==> config.mk <==
export PLATFORM = sky130hd
export DESIGN_NAME = instruction_fsm_flat
export DESIGN_NICKNAME = d
export VERILOG_FILES = /design/src/rtl/instruction_fsm_if.sv /design/src/rtl/instruction_fsm.sv /design/src/flat_wrapper.sv
export SDC_FILE = /design/constraint.sdc
export NUM_CORES = 1
export LEC_CHECK = 0
export CORE_MARGIN = 2
export CORE_UTILIZATION = 42
export DETAILED_ROUTE_END_ITERATION = 10
export GPL_TIMING_DRIVEN = 0
export PLACE_DENSITY_LB_ADDON = 0.08
export SLEW_MARGIN = 10
export SYNTH_ARGS = -nofsm -noshare
export SYNTH_HDL_FRONTEND = slang
export SYNTH_SLANG_ARGS = --single-unit
export TNS_END_PERCENT = 30
==> constraint.sdc <==
create_clock -name clk -period 2.3 [get_ports clk]
set_clock_uncertainty 0.1 [all_clocks]
set_input_delay 0.23 -clock clk [delete_from_list [all_inputs] [get_ports clk]]
set_output_delay 0.23 -clock clk [all_outputs]
set_load 0.01 [all_outputs]
==> src/rtl/instruction_fsm_if.sv <==
// rtl/instruction_fsm_if.sv - instruction FSM handshake and datapath control bundle
// Master drives s/load/in; slave (the FSM) drives w, selects, strobes and immediates.
interface instruction_fsm_if #(
  parameter int width = 16
);
  logic             s;
  logic             load;
  logic [width-1:0] in;
  logic             w;
  logic [2:0]       readnum;
  logic [2:0]       writenum;
  logic             loada;
  logic             loadb;
  logic             loadc;
  logic             loads;
  logic             write;
  logic             asel;
  logic             bsel;
  logic             vsel;
  logic [1:0]       shift;
  logic [1:0]       ALUop;
  logic [width-1:0] sximm5;
  logic [width-1:0] sximm8;

  modport master (
    output s, load, in,
    input  w, readnum, writenum, loada, loadb, loadc, loads, write,
    input  asel, bsel, vsel, shift, ALUop, sximm5, sximm8
  );

  modport slave (
    input  s, load, in,
    output w, readnum, writenum, loada, loadb, loadc, loads, write,
    output asel, bsel, vsel, shift, ALUop, sximm5, sximm8
  );
endinterface

==> src/rtl/instruction_fsm.sv <==
// rtl/instruction_fsm.sv - instruction register, decoder and control sequencer
// Outputs are registered decodes of the next state so no input reaches an output combinationally.
module instruction_fsm #(
  parameter int width = 16
) (
  input  logic              clk,
  input  logic              reset,
  instruction_fsm_if.slave  bus
);

  typedef enum logic [2:0] {
    S_WAIT, S_DECODE, S_GETA, S_GETB, S_EXEC, S_WREG, S_WIMM
  } state_t;

  typedef struct packed {
    logic       w;
    logic [2:0] readnum;
    logic [2:0] writenum;
    logic       loada;
    logic       loadb;
    logic       loadc;
    logic       loads;
    logic       write;
    logic       asel;
    logic       bsel;
    logic       vsel;
    logic [1:0] shift;
    logic [1:0] alu_op;
  } ctrl_t;

  localparam ctrl_t CTRL_IDLE = '{w: 1'b1, default: '0};

  state_t           state_q, state_d;
  logic [width-1:0] ir_q, ir_d;
  ctrl_t            ctrl_q, ctrl_d;

  function automatic logic is_mov_imm(input logic [width-1:0] ir);
    return ir[15:11] == 5'b110_10;
  endfunction

  function automatic logic is_mov_reg(input logic [width-1:0] ir);
    return ir[15:11] == 5'b110_00;
  endfunction

  function automatic logic is_alu(input logic [width-1:0] ir);
    return ir[15:13] == 3'b101;
  endfunction

  function automatic ctrl_t decode_ctrl(input state_t st, input logic [width-1:0] ir);
    ctrl_t c;
    c = '0;
    case (st)
      S_WAIT:   c.w = 1'b1;
      S_GETA: begin
        c.readnum = ir[10:8];
        c.loada   = 1'b1;
      end
      S_GETB: begin
        c.readnum = ir[2:0];
        c.loadb   = 1'b1;
      end
      S_EXEC: begin
        c.shift = ir[4:3];
        // MOV reg runs as ADD with A forced to zero
        if (is_mov_reg(ir)) begin
          c.alu_op = 2'b00;
          c.asel   = 1'b1;
        end else begin
          c.alu_op = ir[12:11];
        end
        if (is_alu(ir) && ir[12:11] == 2'b01) c.loads = 1'b1;
        else                                  c.loadc = 1'b1;
      end
      S_WREG: begin
        c.writenum = ir[7:5];
        c.write    = 1'b1;
      end
      S_WIMM: begin
        c.writenum = ir[10:8];
        c.vsel     = 1'b1;
        c.write    = 1'b1;
      end
      default: c = '0;
    endcase
    return c;
  endfunction

  always_comb begin
    state_d = state_q;
    ir_d    = ir_q;
    if (state_q == S_WAIT && bus.load) ir_d = bus.in;
    case (state_q)
      S_WAIT:   if (bus.s) state_d = S_DECODE;
      S_DECODE: begin
        if (is_mov_imm(ir_q))                                 state_d = S_WIMM;
        else if (is_mov_reg(ir_q))                            state_d = S_GETB;
        else if (is_alu(ir_q) && ir_q[12:11] == 2'b11)        state_d = S_GETB;
        else if (is_alu(ir_q))                                state_d = S_GETA;
        else                                                  state_d = S_WAIT;
      end
      S_GETA:   state_d = S_GETB;
      S_GETB:   state_d = S_EXEC;
      S_EXEC:   state_d = (ir_q[12:11] == 2'b01 && is_alu(ir_q)) ? S_WAIT : S_WREG;
      S_WREG:   state_d = S_WAIT;
      S_WIMM:   state_d = S_WAIT;
      default:  state_d = S_WAIT;
    endcase
    ctrl_d = decode_ctrl(state_d, ir_d);
  end

  always_ff @(posedge clk) begin
    if (reset) begin
      state_q <= S_WAIT;
      ir_q    <= '0;
      ctrl_q  <= CTRL_IDLE;
    end else begin
      state_q <= state_d;
      ir_q    <= ir_d;
      ctrl_q  <= ctrl_d;
    end
  end

  assign bus.w        = ctrl_q.w;
  assign bus.readnum  = ctrl_q.readnum;
  assign bus.writenum = ctrl_q.writenum;
  assign bus.loada    = ctrl_q.loada;
  assign bus.loadb    = ctrl_q.loadb;
  assign bus.loadc    = ctrl_q.loadc;
  assign bus.loads    = ctrl_q.loads;
  assign bus.write    = ctrl_q.write;
  assign bus.asel     = ctrl_q.asel;
  assign bus.bsel     = ctrl_q.bsel;
  assign bus.vsel     = ctrl_q.vsel;
  assign bus.shift    = ctrl_q.shift;
  assign bus.ALUop    = ctrl_q.alu_op;
  assign bus.sximm8   = {{(width-8){ir_q[7]}}, ir_q[7:0]};
  assign bus.sximm5   = {{(width-5){ir_q[4]}}, ir_q[4:0]};

endmodule

==> src/flat_wrapper.sv <==
// flat-port wrapper written by rule: the top's interface ports become plain ports
module instruction_fsm_flat 
#(
  parameter int width = 16
)
  (clk, reset, bus_s, bus_load, bus_in, bus_w, bus_readnum, bus_writenum, bus_loada, bus_loadb, bus_loadc, bus_loads, bus_write, bus_asel, bus_bsel, bus_vsel, bus_shift, bus_ALUop, bus_sximm5, bus_sximm8);
  instruction_fsm_if #(.width(width)) bus_i ();
  input  logic clk;
  input  logic reset;
  input wire logic [$bits(bus_i.s)-1:0] bus_s;
  input wire logic [$bits(bus_i.load)-1:0] bus_load;
  input wire logic [$bits(bus_i.in)-1:0] bus_in;
  output wire logic [$bits(bus_i.w)-1:0] bus_w;
  output wire logic [$bits(bus_i.readnum)-1:0] bus_readnum;
  output wire logic [$bits(bus_i.writenum)-1:0] bus_writenum;
  output wire logic [$bits(bus_i.loada)-1:0] bus_loada;
  output wire logic [$bits(bus_i.loadb)-1:0] bus_loadb;
  output wire logic [$bits(bus_i.loadc)-1:0] bus_loadc;
  output wire logic [$bits(bus_i.loads)-1:0] bus_loads;
  output wire logic [$bits(bus_i.write)-1:0] bus_write;
  output wire logic [$bits(bus_i.asel)-1:0] bus_asel;
  output wire logic [$bits(bus_i.bsel)-1:0] bus_bsel;
  output wire logic [$bits(bus_i.vsel)-1:0] bus_vsel;
  output wire logic [$bits(bus_i.shift)-1:0] bus_shift;
  output wire logic [$bits(bus_i.ALUop)-1:0] bus_ALUop;
  output wire logic [$bits(bus_i.sximm5)-1:0] bus_sximm5;
  output wire logic [$bits(bus_i.sximm8)-1:0] bus_sximm8;
  assign bus_i.s = bus_s;
  assign bus_i.load = bus_load;
  assign bus_i.in = bus_in;
  assign bus_w = bus_i.w;
  assign bus_readnum = bus_i.readnum;
  assign bus_writenum = bus_i.writenum;
  assign bus_loada = bus_i.loada;
  assign bus_loadb = bus_i.loadb;
  assign bus_loadc = bus_i.loadc;
  assign bus_loads = bus_i.loads;
  assign bus_write = bus_i.write;
  assign bus_asel = bus_i.asel;
  assign bus_bsel = bus_i.bsel;
  assign bus_vsel = bus_i.vsel;
  assign bus_shift = bus_i.shift;
  assign bus_ALUop = bus_i.ALUop;
  assign bus_sximm5 = bus_i.sximm5;
  assign bus_sximm8 = bus_i.sximm8;
  instruction_fsm #(.width(width)) u_core (.clk(clk), .reset(reset), .bus(bus_i));
endmodule
# Yosys cells after proc, flatten, opt, wreduce, memory -nomap -nowiden
# Index checks and enable logic that the tools add are counted.
# Widths: inputs -> output; s select.
# word_totals
word_cells,59
input_bits,20
out_inout_bits,51
regBits,37
# op_classes
n_bitwise,1
eq_ne,17
n_reduce_logical,9
n_mux,18
# ops
operator,n
$eq 3x3->1 const B,6
$mux 16,1
$eq 5x5->1 const B,3
$mux 3,5
$pmux 3 s5,1
$eq 3x2->1 const B,4
$pmux 3 s2,2
$mux 1,8
$logic_not 3->1,2
$eq 2x1->1 const B,2
$logic_and 1x1->1,4
$reduce_or 2->1,2
$eq 3x1->1 const B,1
$reduce_or 3->1,1
$eq 2x2->1 const B,1
$mux 2,1
$not 1->1,1

# Depth between registers and ports, before layout
# logic_depth
word_depth,9
mapped_depth,7
depth_no_buf,5

# Worst setup path before layout
# No wires, ideal clock.
# synth_path
path_kind,flip-flop to flip-flop
start,register u_core.state_q[0]
end,register u_core.ctrl_q (netlist bit u_core.bus.writenum[1])
setup_ns,0.117
stages_incl_launch_ff,8
required_time_ns,2.083
path_buffers,3
t_arrival_ns,1.546
synth_period_minus_slack_ns,1.763
setup_slack_ns,0.537
cell_sequence,dfxtp_1 -> buf_2 -> or4b_1 -> buf_2 -> buf_6 -> nand2_1 -> a21oi_1 -> a22o_1
# synth_via
elab_chain_len,4
word_cells_on_any_way,12
cone_classes,eq/ne (6); mux (4); reduce/logical (2)
# synth_lines
element,line,rtl
from (decl),instruction_fsm.sv:33,"state_t state_q, state_d;"
from (signal assigned),instruction_fsm.sv:117,state_q <= state_d;
$eq 3x3->1 (tied with other cells),instruction_fsm.sv:92,case (state_q)
$pmux 3 s5 or $logic_and 1x1->1 (tied branches),"instruction_fsm.sv:92, instruction_fsm.sv:91",
$eq 3x3->1 or $mux 16 (tied branches),"instruction_fsm.sv:52, instruction_fsm.sv:91",
$pmux 3 s2 *,instruction_fsm.sv:52,case (st)
to (signal assigned),instruction_fsm.sv:119,ctrl_q <= ctrl_d;
to (decl),instruction_fsm.sv:35,"ctrl_t ctrl_q, ctrl_d;"
# Mark *: on every way between the ends. The rest lies on a longest branch, timed or not.
# A chain may end at the register's enable or synchronous reset.

# Worst setup path after layout
# layout_path
start,register u_core.state_q[1]
end,register u_core.ctrl_q (netlist bit u_core.bus.ALUop[0])
# layout_via
elab_chain_len,5
word_cells_on_any_way,13
cone_classes,eq/ne (6); mux (3); bitwise (1); reduce/logical (3)
# layout_lines
element,line
$eq 3x3->1 (tied with other cells),instruction_fsm.sv:92
$pmux 3 s5 or $logic_and 1x1->1 (tied branches),"instruction_fsm.sv:92, instruction_fsm.sv:91"
$eq 3x3->1 or $mux 16 (tied branches),"instruction_fsm.sv:52, instruction_fsm.sv:91"
$not 1->1 (no source line) or $eq 5x5->1 (tied branches),n/a
$reduce_or 3->1 (no source line),n/a
# Parallel ways exist; a longest one is shown, timed or not.

==> results.toml <==
[logic_synthesis]
synth_xor_area_share_pct = 0
synth_top_area_cell = "dfxtp_1"
syn_inst = 187
synth_compound_area_share_pct = 13.8
synthFlopType = "dfxtp_1"
synth.yosys.warnings = 0
async_flop_share_pct = 0
muxShareOfSynthArea_pct = 2.32
synth_seq_cells = 37
yosys.area_share.simple_pct = 22.5
avgSynthCellArea_sq_um = 9.21
synthTopCellsByArea = "dfxtp_1 (43%), buf_4 (14%), nand2_1 (5.2%)"
synth_nets = 207
synth_edf_count = 0
synth_top_cell_area_share_pct = 43.0
synth_fa_ha_area_share_pct = 0
synth_area_sq_um = 1720
synth_top_family_by_area = "simple AND/OR/NAND/NOR gates"
yosysSeqAreaShare_pct = 43.0
synth_cell_types = 44

[setup_path]
ff2ff_setup_slack_ps = 290
critPathMaxFanout = 10
cp.arrival_ps = 2070
end_kind = "register"
critPathRequiredTime_ps = 2370
critPathLaunchType = "register"
worst-setup-path-type = "reg2reg"
reg2regPathDepth = 5
worstReg2RegEnd = "u_core.bus.ALUop[0]$_SDFF_PP0_"
regToRegStartpoint = "u_core.state_q[1]$_SDFF_PP0_"

[worst_hold_path]
hold_depth = 2
min_to = "u_core.ir_q[7]$_SDFF_PP0_"
hp-class = "in2reg"
min-delay-start = "reset"

[pwr]
seqPwrFrac_pct = 49.1
p_sw_w = 0.000350
peakVddDrop_mv = 0.384
p_clk_share_pct = 31.4
p_per_area_nw_per_um2 = 544
p_leak_nw = 1.08
swShare_pct = 25.2
power_frac_comb_pct = 19.5
p_int_w = 0.00104

[sta]
setup_slack_ps = 293
hold_viol_final = 0
fin_setup_tns_ps = 0
setup_viol = 0
period_needed_ps = 2010
fin_crit_sh_pct = 87.3
relSlewSlack_pct = 51.7
rsz0062_at_grt = "no"
max_freq_ghz = 0.498
finalMaxSlewViolations = 0
worst_pin_slew_ps = 718

[place]
port-buffer-count = 68
hpwl_um = 2730
pre_cts_slack_ps = 101
gp_congestion = 0.801
placed_area_sq_um = 2470

[grt]
grt_pass1_vias = 1173
grt_first_pass_wirelength_um = 5330
grt_max_degree = 15
grt_overflow = 0
antenna_found_initial = 0
grt.total_usage_pct = 15.8

[drt]
drcViolationCount = 0
routed_wl_um = 3640
drt-pass1-iter-count = 4
drt.antenna.violating_nets = 0
drt_iter0_drc = 43
via_count = 1434
routedWlPerCell_um = 11.6
avgViaCountPerCell = 4.58

[layout]
final_area_sq_um = 2550
layout_common_cells = "clkdlybuf4s50_1 (68), dfxtp_1 (37), buf_4 (33)"
layout_commonest_cell = "clkdlybuf4s50_1"
syn2layout_area_growth_pct = 47.9
final_layout_size_suffix_gt1_share_pct = 20.5
n_antenna_cell = 0
layout.nets = 282

[floorplanning]
initial_core_util_pct = 43.4
die_w_um = 68.1
num_rows = 23
core_sq_um = 3970
num_io_pins = 71
die_h_um = 68.1
die-area_sq_um = 4630

[clock_tree]
cts_buffers = 5
clkSinkCount = 37
clockBufferDepth = 2
cts_tree = "built"
cts_hold_buffers = 0
cts_setup_buffers = 0
cts.repair.resized = 0
cts.clk_slew.worst_paths_ps = 70
h-tree-depth = 2
worstSkewPairLatency_ps = 290
clock-root-buffer = "clkbuf_8"

[run]
max-cap-violations = 0

[status]
status = "completed"
==> cells by family after synthesis <==
family | count (synthesis)
buffers and inverters | 47
and+or+nand+nor | 66
AOI/OAI and AO/OA | 32
DFF | 37
muxes | 4
other | 1
==> power groups by stage <==
stage / Combinational [W] / Clock (W) / Sequential (W)
global route: 0.000292 / 0.000473 / 0.000685
finish: 0.000270 / 0.000435 / 0.000681
floorplan: 0.000149 / 0 / 0.000693
detailed placement: 0.000272 / 0 / 0.000697
CTS: 0.000272 / 0.000446 / 0.000682
global placement: 0.000270 / 0 / 0.000696
==> per-layer routing <==
layer,share of wire (%),wire [um],global-route usage [%]
met4,1.7,63,7.50
met3,8.3,303,5.26
met1,45,1650,19.0
met5,0,0,0
met2,45,1620,25.5
==> stage by stage <==
stage	utilization (%)	hold WS, ps	total power (W)	instances
after detailed placement	62.1	369	0.000968	305
after floorplan	-	266	0.000842	187
after global routing	64.2	267	0.00145	313
final	64.2	245	0.00139	313
after CTS	64.2	235	0.00140	313
after global placement	62.1	367	0.000966	305
==> critical path, stage by stage (launching register included) <==
cell,delay (ps)
dfxtp_1,300
buf_2,180
nor4b_4,550
buf_2,350
mux2i_1,310
nor3_1,90
==> registers in the layout, summed over array words and instances, names as in the netlist <==
name                 count
u_core.bus.loada         1
u_core.bus.loadc         1
u_core.bus.asel          1
u_core.bus.write         1
u_core.bus.loadb         1
u_core.bus.readnum       3
u_core.bus.ALUop         2
u_core.bus.shift         2
u_core.ir_q             16
u_core.bus.loads         1
u_core.bus.vsel          1
u_core.bus.w             1
u_core.bus.writenum      3
u_core.state_q           3
==> Yosys cell counts, types with 2 or more instances <==
library cell	count
dfxtp_1	37
buf_4	33
nand2_1	24
nor2_1	12
nor3_1	10
a21oi_1	8
a21o_1	6
inv_1	6
buf_2	4
mux2i_1	4
a22o_1	3
a31oi_1	2
clkbuf_1	2
nand4b_1	2
nor2b_1	2
nor3b_1	2
o21ai_0	2
o32ai_1	2
==> worst max-delay path by stage <==
stage / to / slack, ps / cells after the start / start
6_report: u_core.bus.ALUop[0]$_SDFF_PP0_ / 290 / 5 / u_core.state_q[1]$_SDFF_PP0_
5_1_grt: u_core.bus.ALUop[0]$_SDFF_PP0_ / 180 / 5 / u_core.state_q[0]$_SDFF_PP0_
4_1_cts: u_core.bus.ALUop[0]$_SDFF_PP0_ / 280 / 5 / u_core.state_q[1]$_SDFF_PP0_
3_5_place_dp: u_core.bus.ALUop[0]$_SDFF_PP0_ / 100 / 5 / bus_load
3_3_place_gp: u_core.bus.ALUop[0]$_SDFF_PP0_ / 120 / 5 / bus_load
2_1_floorplan: u_core.bus.writenum[1]$_SDFF_PP0_ / 540 / 7 / u_core.state_q[0]$_SDFF_PP0_
==> final cells by class <==
cell class | count | area (sq um)
fillers | 361 | 1420
flip-flops and latches | 37 | 741
repair buffers | 68 | 681
multi-input cells | 103 | 669
plain buffers | 41 | 290
clock buffers | 6 | 72.6
well taps | 50 | 62.6
inverters | 6 | 22.5
clock inverters | 2 | 10.0
Power figures use the tool's default switching activity.
